## src/rtl/uart_echo_probe.sv

```systemverilog
// Purpose : swap-case echo initiator; sends a character sweep over a uart client port and scores the replies.
// Latency : per byte one wr handshake, then the echo or TIMEOUT cycles, plus CHECK and NEXT cycles; status is registered.
// Backpress: waits for busy=0 before each request, holds wr until busy=1; every received byte gets a one-cycle rd.
module uart_echo_probe #(
  parameter int         N_BYTES    = 64,
  parameter logic [7:0] FIRST_CHAR = 8'h20,
  parameter logic [7:0] LAST_CHAR  = 8'h7E,
  parameter int         TIMEOUT    = 50_000,
  parameter int         CNT_W      = 8
) (
  input  logic             clk,
  input  logic             rst_n,
  input  logic             start,
  output logic [7:0]       tx_data,
  output logic             wr,
  input  logic             busy,
  input  logic [7:0]       rx_data,
  output logic             rd,
  input  logic             valid,
  input  logic             line_break,   // uart line-break detected ("break" is a reserved word)
  output logic             running,
  output logic             done,
  output logic             pass,
  output logic             aborted,
  output logic [CNT_W-1:0] err_cnt,
  output logic [CNT_W-1:0] tout_cnt,
  output logic [7:0]       last_rcvd
);

  typedef enum logic [2:0] {
    S_IDLE, S_SEND, S_WAIT_ACC, S_WAIT_ECHO, S_CHECK, S_NEXT, S_DONE
  } state_t;

  localparam int               TW     = $clog2(TIMEOUT + 1);
  localparam logic [TW-1:0]    T_LAST = TW'(TIMEOUT - 1);
  localparam logic [CNT_W-1:0] N_LAST = CNT_W'(N_BYTES);

  state_t           state_q, state_d;
  logic [7:0]       chr_q, chr_d, echo_q, echo_d, last_q, last_d;
  logic [CNT_W-1:0] n_q, n_d, err_q, err_d, tout_q, tout_d;
  logic [TW-1:0]    timer_q, timer_d;
  logic             wr_q, wr_d, rd_q, rd_d, got_q, got_d;
  logic             run_q, run_d, done_q, done_d, pass_q, pass_d, abort_q, abort_d;
  logic             ack, in_run, echo_cap, t_exp, have_echo;

  function automatic logic [7:0] swap_case(input logic [7:0] c);
    if ((c >= 8'h41 && c <= 8'h5A) || (c >= 8'h61 && c <= 8'h7A)) return c ^ 8'h20;
    return c;
  endfunction

  function automatic logic [CNT_W-1:0] sat_inc(input logic [CNT_W-1:0] v);
    return (&v) ? v : v + CNT_W'(1);
  endfunction

  // Next-state, handshake and status computation
  always_comb begin
    state_d = state_q;
    chr_d   = chr_q;
    echo_d  = echo_q;
    last_d  = last_q;
    n_d     = n_q;
    err_d   = err_q;
    tout_d  = tout_q;
    timer_d = timer_q;
    wr_d    = wr_q;
    got_d   = got_q;
    abort_d = abort_q;

    in_run    = (state_q == S_SEND) || (state_q == S_WAIT_ACC) || (state_q == S_WAIT_ECHO) ||
                (state_q == S_CHECK) || (state_q == S_NEXT);
    // A byte is acknowledged once per valid assertion: rd_q blocks a second ack.
    ack       = valid && !rd_q;
    rd_d      = ack;
    echo_cap  = ack && !got_q && ((state_q == S_WAIT_ACC) || (state_q == S_WAIT_ECHO));
    have_echo = got_q || echo_cap;
    t_exp     = (timer_q == T_LAST);

    if (ack) last_d = rx_data;
    if (echo_cap) begin
      got_d  = 1'b1;
      echo_d = rx_data;
    end
    if ((state_q == S_WAIT_ACC) || (state_q == S_WAIT_ECHO)) timer_d = timer_q + TW'(1);

    case (state_q)
      S_IDLE, S_DONE: begin
        if (start) begin
          state_d = S_SEND;
          chr_d   = FIRST_CHAR;
          n_d     = '0;
          err_d   = '0;
          tout_d  = '0;
          abort_d = 1'b0;
        end
      end
      S_SEND: begin
        got_d = 1'b0;
        if (!busy) begin
          wr_d    = 1'b1;
          timer_d = '0;
          state_d = S_WAIT_ACC;
        end
      end
      S_WAIT_ACC: begin
        // Timer already runs here; an early echo still wins over a timeout.
        if (t_exp && !have_echo) begin
          wr_d    = 1'b0;
          tout_d  = sat_inc(tout_q);
          state_d = S_NEXT;
        end else if (busy) begin
          wr_d    = 1'b0;
          state_d = S_WAIT_ECHO;
        end else if (t_exp) begin
          wr_d    = 1'b0;
          state_d = S_CHECK;
        end
      end
      S_WAIT_ECHO: begin
        if (have_echo) begin
          state_d = S_CHECK;
        end else if (t_exp) begin
          tout_d  = sat_inc(tout_q);
          state_d = S_NEXT;
        end
      end
      S_CHECK: begin
        if (echo_q != swap_case(chr_q)) err_d = sat_inc(err_q);
        state_d = S_NEXT;
      end
      S_NEXT: begin
        n_d     = n_q + CNT_W'(1);
        chr_d   = (chr_q == LAST_CHAR) ? FIRST_CHAR : chr_q + 8'd1;
        state_d = (n_q + CNT_W'(1) == N_LAST) ? S_DONE : S_SEND;
      end
      default: state_d = S_IDLE;
    endcase

    // Line break aborts the run from any active state.
    if (in_run && line_break) begin
      wr_d    = 1'b0;
      abort_d = 1'b1;
      state_d = S_DONE;
    end

    run_d  = (state_d == S_SEND) || (state_d == S_WAIT_ACC) || (state_d == S_WAIT_ECHO) ||
             (state_d == S_CHECK) || (state_d == S_NEXT);
    done_d = (state_d == S_DONE);
    pass_d = done_d && !abort_d && (err_d == '0) && (tout_d == '0);
  end

  // State and registered outputs
  always_ff @(posedge clk or negedge rst_n) begin
    if (!rst_n) begin
      state_q <= S_IDLE;
      chr_q   <= FIRST_CHAR;
      echo_q  <= '0;
      last_q  <= '0;
      n_q     <= '0;
      err_q   <= '0;
      tout_q  <= '0;
      timer_q <= '0;
      wr_q    <= 1'b0;
      rd_q    <= 1'b0;
      got_q   <= 1'b0;
      run_q   <= 1'b0;
      done_q  <= 1'b0;
      pass_q  <= 1'b0;
      abort_q <= 1'b0;
    end else begin
      state_q <= state_d;
      chr_q   <= chr_d;
      echo_q  <= echo_d;
      last_q  <= last_d;
      n_q     <= n_d;
      err_q   <= err_d;
      tout_q  <= tout_d;
      timer_q <= timer_d;
      wr_q    <= wr_d;
      rd_q    <= rd_d;
      got_q   <= got_d;
      run_q   <= run_d;
      done_q  <= done_d;
      pass_q  <= pass_d;
      abort_q <= abort_d;
    end
  end

  assign tx_data   = chr_q;
  assign wr        = wr_q;
  assign rd        = rd_q;
  assign running   = run_q;
  assign done      = done_q;
  assign pass      = pass_q;
  assign aborted   = abort_q;
  assign err_cnt   = err_q;
  assign tout_cnt  = tout_q;
  assign last_rcvd = last_q;

endmodule

```

## config.mk

```make
export PLATFORM = sky130hd
export DESIGN_NAME = uart_echo_probe
export DESIGN_NICKNAME = d
export VERILOG_FILES = /design/src/rtl/uart_echo_probe.sv
export SDC_FILE = /design/constraint.sdc
export NUM_CORES = 1
export LEC_CHECK = 0
export CORE_ASPECT_RATIO = 0.8
export CORE_UTILIZATION = 58
export CTS_CLUSTER_SIZE = 16
export DETAILED_ROUTE_END_ITERATION = 8
export DONT_BUFFER_PORTS = 1
export PLACE_DENSITY_LB_ADDON = 0.25
export RECOVER_POWER = 50
export SYNTH_ARGS = -nofsm -noshare
export SYNTH_HDL_FRONTEND = slang
export SYNTH_SLANG_ARGS = --single-unit
```

## constraint.sdc

```tcl
create_clock -name clk -period 2.5 [get_ports clk]
set_input_delay 0.375 -clock clk [delete_from_list [all_inputs] [get_ports clk]]
set_output_delay 0.375 -clock clk [all_outputs]
set_load 0.1 [all_outputs]
```

==> results of run 1 <==
## logic make-up after synthesis
kind of cell / count (synthesis) / share of synthesized area (%)
buf+inv: 32 / 3.00
simple gates: 215 / 26.9
xor+xnor: 26 / 5.45
mux: 14 / 3.63
flops: 74 / 44.4
compound gates: 89 / 13.9
fa+ha+maj: 9 / 2.70
## worst min-delay path by stage
| stage | start | endpoint | slack [ns] | cells after the start |
|---|---|---|---|---|
| finish | line_break | state_q[0] | 0.12 | 1 |
| global placement | rst_n | timer_q[15] | 0.08 | 0 |
| floorplan | rst_n | aborted | 0.08 | 0 |
| CTS | line_break | state_q[0] | 0.11 | 1 |
| global route | line_break | state_q[0] | 0.11 | 1 |
| detailed placement | rst_n | timer_q[9] | 0.08 | 0 |
## power breakdown
part | switching (uW) | internal, uW | total, uW
registers | 612 | 1510 | 2130
logic | 1180 | 750 | 1930
clock network | 478 | 572 | 1050
total | 2270 | 2840 | 5100
## flip-flops by register name, indices dropped and copies added (netlist names)
name	cells
aborted	1
done	1
echo_q	8
err_cnt	8
got_q	1
last_rcvd	8
n_q	8
pass	1
rd	1
running	1
state_q	3
timer_q	16
tout_cnt	8
tx_data	8
wr	1
## through the flow
stage,area [um2],utilization [%],total power [uW],setup TNS [ns]
finish,5020,72.4,5100,-0.155
global route,5020,72.4,5410,-0.620
CTS,5000,72.2,5080,-0.0334
detailed placement,4730,68.4,3980,-0.0590
global placement,4730,68.4,3920,0
floorplan,4270,-,3430,-0.620
## placed cells by master, fill, tap and decap left out, types with 7 or more instances in the layout
cell	instances
inv_1	8
nor2_1	40
xor2_1	17
dfrtp_1	64
nor3_1	10
a21oi_1	14
a31oi_1	8
nand2_1	62
clkbuf_8	9
nand4_1	20
and3_1	8
xnor2_1	9
o21ai_0	31
mux2_2	9
buf_4	56
nand3_1	22
nand2b_1	7
## metal layers
layer	wire, um	GRT usage, %	share of wire, %
met1	4380	35.3	44
met2	4940	48.2	50
met3	569	7.03	5.7
met4	72	8.06	0.72
met5	0	0	0
## area by class of cell
cell class	count	area, um2
sequential	74	1880
multi-input combinational	353	2300
timing repair buffer	64	458
inverter	10	45.0
fill	525	1910
tap	87	109
clock buffer	9	124
clock inverter	7	101
## what timing repair did
action                                 CTS  global route
gates resized for setup                  1            10
pin swaps                                2             1
hold buffers                             2             0
setup endpoints to repair                1             4
endpoints found under the hold margin   74             0
## synthesized netlist by cell type, drive strengths merged, types with 8 or more instances
cell type	instances
dfrtp	73
a31oi	8
and3	10
nor2	41
nand3	23
ha	9
nand4	20
o21ai	31
clkbuf	19
inv	10
nand2	64
nor3	11
a21oi	16
mux2	9
xor2	17
xnor2	9
==> flow_summary.json, run 1 <==
{
  "status": "complete, but fails checks",
  "violations": "capacitance limit, slew limit, setup timing",
  "worstPathArrival_ns": 2.91,
  "dpl.cell_count": 586,
  "io_pins": 52,
  "rrSetupSlack_ns": -0.15,
  "fin_cells": 604,
  "p_leak_uw": 0.00225,
  "ys_types": 60,
  "crit_fanout": 6,
  "cp.buffers_inverters": 0,
  "grt_pass1_wl_um": 17200,
  "rows": 27,
  "crit_cells": 8,
  "tightest_slew_ns": 1.61,
  "cp_cell_sequence": "ha_4, nand3b_1, a31o_2, or4b_4, and3_4, and4_1, nor4_2, nor4b_2",
  "die_h_um": 77.9,
  "clk_latency_ns": 0.35,
  "wl_per_cell_um": 16.5,
  "grtUsageTotal_pct": 28.1,
  "rsz0062_at_grt": "yes",
  "cts_sinks": 74,
  "fin_nets": 535,
  "layout_setup_ws_ns": -0.147,
  "power_density_mw_per_mm2": 1020,
  "crit_required_ns": 2.76,
  "die_area_mm2": 0.00754,
  "syn_nets": 482,
  "place.gp.congestion": 0.852,
  "root_buffer": "clkbuf_8",
  "synth_flop_cell": "dfrtp_1",
  "crit_type": "flip-flop to flip-flop",
  "wirelength_um": 9970,
  "cp_slowest_cell": "dfrtp_4",
  "synth-seq-area-share_pct": 44.4,
  "holdWs_ns": 0.120,
  "drive_gt1_share_pct": 23.4,
  "synth_edf_count": 0,
  "period_share_pct": 106,
  "clk_pin_slew_ns": 0.09,
  "antenna_cells": 0,
  "core-area_mm2": 0.00693,
  "htree_levels": 3,
  "post_cts_buffers": 0,
  "antenna_found_initial": 0,
  "synthCells": 459,
  "hp-class": "primary input to flip-flop",
  "start_util_pct": 60.3,
  "vias_per_cell": 6.11,
  "synth.area.top_cells": "dfrtp_1, nand2_1, o21ai_0",
  "cap_violations": 1,
  "max-clock-path-buffers": 2,
  "critPathCapture": "pass",
  "cts_tree": "yes",
  "route.detailed.drc": 0,
  "async_flop_share_pct": 100,
  "globalRoute.totalOverflow": 0,
  "cts_buffers": 9,
  "syn_to_final_growth_pct": 20.2,
  "reg2reg_to": "pass",
  "ir_worst_vdd_mv": 0.592,
  "crit_family": "simple AND/OR/NAND/NOR gates",
  "dp_hpwl_um": 6870,
  "port_buffers": 0,
  "grt_pass1_vias": 3710,
  "ys_seq_elements": 74,
  "fp.dieW_um": 96.9,
  "synth.cell_area_mm2": 0.00418,
  "synth_warnings": 0,
  "start_kind": "flip-flop",
  "vias": 3690,
  "antenna_left": 0,
  "r2r-start": "tx_data[0]",
  "drtIter0Drc": 217,
  "cpPeakStageDelay_ns": 0.55,
  "yosysTopAreaCell": "dfrtp_1",
  "drtPass1Iterations": 5,
  "avgSynthCellArea_um2": 9.10,
  "clock.fmax_ghz": 0.378,
  "finalHoldViolCount": 0,
  "grt_start_max_net_pins": 75,
  "yosysTopAreaCellShare_pct": 43.8,
  "endpoint_kind": "flip-flop",
  "place_ws_ns": -0.0590,
  "max_slew_margin_pct": -7.51,
  "cp-startpoint": "tx_data[0]",
  "fin_skew_ns": 0.0103,
  "period_needed_ns": 2.65,
  "reg2reg_depth": 8,
  "finalMaxSlewViolations": 75,
  "setup_violations": 2
}
(Power assumes the default switching activity.)
==> run 2, diff against run 1 <==
--- a/config.mk
+++ b/config.mk
@@ -6,12 +6,11 @@
 export NUM_CORES = 1
 export LEC_CHECK = 0
 export CORE_ASPECT_RATIO = 0.8
-export CORE_UTILIZATION = 58
+export CORE_UTILIZATION = 65
 export CTS_CLUSTER_SIZE = 16
 export DETAILED_ROUTE_END_ITERATION = 8
 export DONT_BUFFER_PORTS = 1
 export PLACE_DENSITY_LB_ADDON = 0.25
-export RECOVER_POWER = 50
 export SYNTH_ARGS = -nofsm -noshare
 export SYNTH_HDL_FRONTEND = slang
 export SYNTH_SLANG_ARGS = --single-unit
==> constraint.sdc (replaced) <==
create_clock -name clk -period 3.1 [get_ports clk]
set_input_delay 0.465 -clock clk [delete_from_list [all_inputs] [get_ports clk]]
set_output_delay 0.465 -clock clk [all_outputs]
set_load 0.1 [all_outputs]
==> run 2 against run 1 <==
The run ends with hold timing left; wire length fell by 1.0%; worst hold slack got worse by 0.12 ns; clock-buffer cell count grew 1; critical path depth is 2 higher; non-clock buffer count is 30 lower; core utilization rose by 5.7 points; setup slack better by 0.37 ns; cell count shrank 6.0%; clock skew is 0.0050 ns higher; sequential cell count unchanged; highest routed layer unchanged.
==> flow_summary.json, run 2 (same netlist as run 1, synthesis figures left out) <==
{
  "status": "complete, but fails checks",
  "violations": "hold timing",
  "fin_skew_ns": 0.0153,
  "cts_tree": "yes",
  "switching_share_pct": 44.0,
  "die_area_mm2": 0.00675,
  "drtIter0Drc": 263,
  "antenna_found_initial": 0,
  "rsz0062_at_grt": "no",
  "p_leak_uw": 0.00212,
  "cpPeakStageDelay_ns": 0.59,
  "hp-class": "primary input to async pin",
  "largest-register": "timer_q",
  "tightest_slew_ns": 1.11,
  "vias_per_cell": 6.30,
  "cp_slowest_cell": "or4b_1",
  "crit_cells": 10,
  "p_sw_uw": 1770,
  "place.gp.congestion": 0.872,
  "cts_sinks": 74,
  "fp.dieW_um": 91.6,
  "port_buffers": 0,
  "rrSetupSlack_ns": 0.22,
  "antenna_left": 0,
  "syn_to_final_growth_pct": 13.0,
  "crit_fanout": 10,
  "fin_nets": 505,
  "setup_violations": 0,
  "max-clock-path-buffers": 2,
  "p_seq_share_pct": 44.9,
  "globalRoute.totalOverflow": 0,
  "combinationalPowerShare_pct": 31.9,
  "dp_hpwl_um": 6740,
  "crit_required_ns": 3.36,
  "wirelength_um": 9870,
  "route.detailed.drc": 0,
  "critPathCapture": "pass",
  "finalMaxSlewViolations": 0,
  "drtPass1Iterations": 5,
  "cts_buffers": 9,
  "htree_levels": 3,
  "clock.fmax_ghz": 0.348,
  "layout_common_cells": "dfrtp_1, nand2_1, nor2_1",
  "rows": 25,
  "finalHoldViolCount": 1,
  "utilization_pct": 78.2,
  "crit_type": "flip-flop to flip-flop",
  "grt_pass1_wl_um": 16200,
  "reg2reg_depth": 10,
  "cts_hold_buf": 1,
  "antenna_cells": 0,
  "period_needed_ns": 2.88,
  "place_ws_ns": 0.346,
  "endpoint_kind": "flip-flop",
  "layout_setup_ws_ns": 0.222,
  "post_cts_buffers": 0,
  "cp-startpoint": "tx_data[0]",
  "cts_resized": 0,
  "root_buffer": "clkbuf_8",
  "vias": 3581,
  "start_kind": "flip-flop",
  "ir_worst_vdd_mv": 0.580,
  "die_h_um": 73.7,
  "max_slew_margin_pct": 25.0,
  "p_clk_share_pct": 23.2,
  "grtUsageTotal_pct": 31.5,
  "clk_pin_slew_ns": 0.09,
  "power.internal_uw": 2250,
  "wl_per_cell_um": 17.4,
  "core-area_mm2": 0.00604,
  "largest_reg_flops": 16,
  "period_share_pct": 92.8,
  "drive_gt1_share_pct": 15.0,
  "cp_cell_sequence": "inv_1, ha_1, nor2b_1, o21bai_1, a31o_2, or4b_1, and3_1, and4_1, nor4_1, nor4b_2",
  "power_density_mw_per_mm2": 852,
  "grt_pass1_vias": 3284,
  "cp.buffers_inverters": 1,
  "layout_commonest_cell": "dfrtp_1",
  "finalSetupTns_ns": 0,
  "r2r-start": "tx_data[0]",
  "start_util_pct": 69.2,
  "holdWs_ns": -0.000639,
  "reg2reg_to": "pass",
  "worstPathArrival_ns": 3.13,
  "io_pins": 52,
  "cap_violations": 0,
  "crit_family": "simple AND/OR/NAND/NOR gates",
  "grt_start_max_net_pins": 75,
  "clk_latency_ns": 0.36
}
-- run 2: cell type report --
cell class / instances / area [um2]
Clock buffer: 10 / 138
Sequential cell: 74 / 1860
Fill cell: 388 / 1320
Inverter: 10 / 37.5
Tap cell: 81 / 101
Clock inverter: 6 / 114
Multi-Input combinational cell: 353 / 2200
Timing Repair Buffer: 34 / 275
-- run 2: through the flow --
stage | hold slack, ns | instances | total power (uW) | instance area [um2]
2_1_floorplan | 0.169 | 459 | 2720 | 4180
3_3_place_gp | 0.172 | 551 | 2980 | 4440
3_5_place_dp | 0.171 | 551 | 3040 | 4440
4_1_cts | 0.00100 | 568 | 4010 | 4720
5_1_grt | 0.0125 | 568 | 4220 | 4720
6_report | -0.000639 | 568 | 4020 | 4720
-- run 2: per-layer routing --
metal	part of all wire (%)	track usage, %
met1	44	41.8
met2	47	49.9
met3	6.2	7.87
met4	2.2	13.8
met5	0	0
-- run 2: power by group through the flow --
stage                     combinational [uW]  sequential [uW]  clock (uW)
after floorplan                          855             1870           0
after global placement                  1200             1790           0
after detailed placement                1230             1810           0
after CTS                               1270             1800         937
after global routing                    1410             1840         977
final                                   1280             1810         932
-- run 2: worst reg2reg max path, stage by stage (launching register included) --
cell	delay, ns
dfrtp_2	0.47
inv_1	0.10
ha_1	0.22
nor2b_1	0.12
o21bai_1	0.07
a31o_2	0.25
or4b_1	0.59
and3_1	0.25
and4_1	0.22
nor4_1	0.21
nor4b_2	0.27
-- run 2: worst min-delay path by stage --
stage | startpoint | to | slack (ns) | cells after the start
6_report | rst_n | done | -0.0006 | 1
5_1_grt | rst_n | done | 0.01 | 1
4_1_cts | rst_n | tout_cnt[3] | 0.001 | 1
3_5_place_dp | rst_n | err_cnt[5] | 0.17 | 0
3_3_place_gp | rst_n | err_cnt[5] | 0.17 | 0
2_1_floorplan | rst_n | aborted | 0.17 | 0
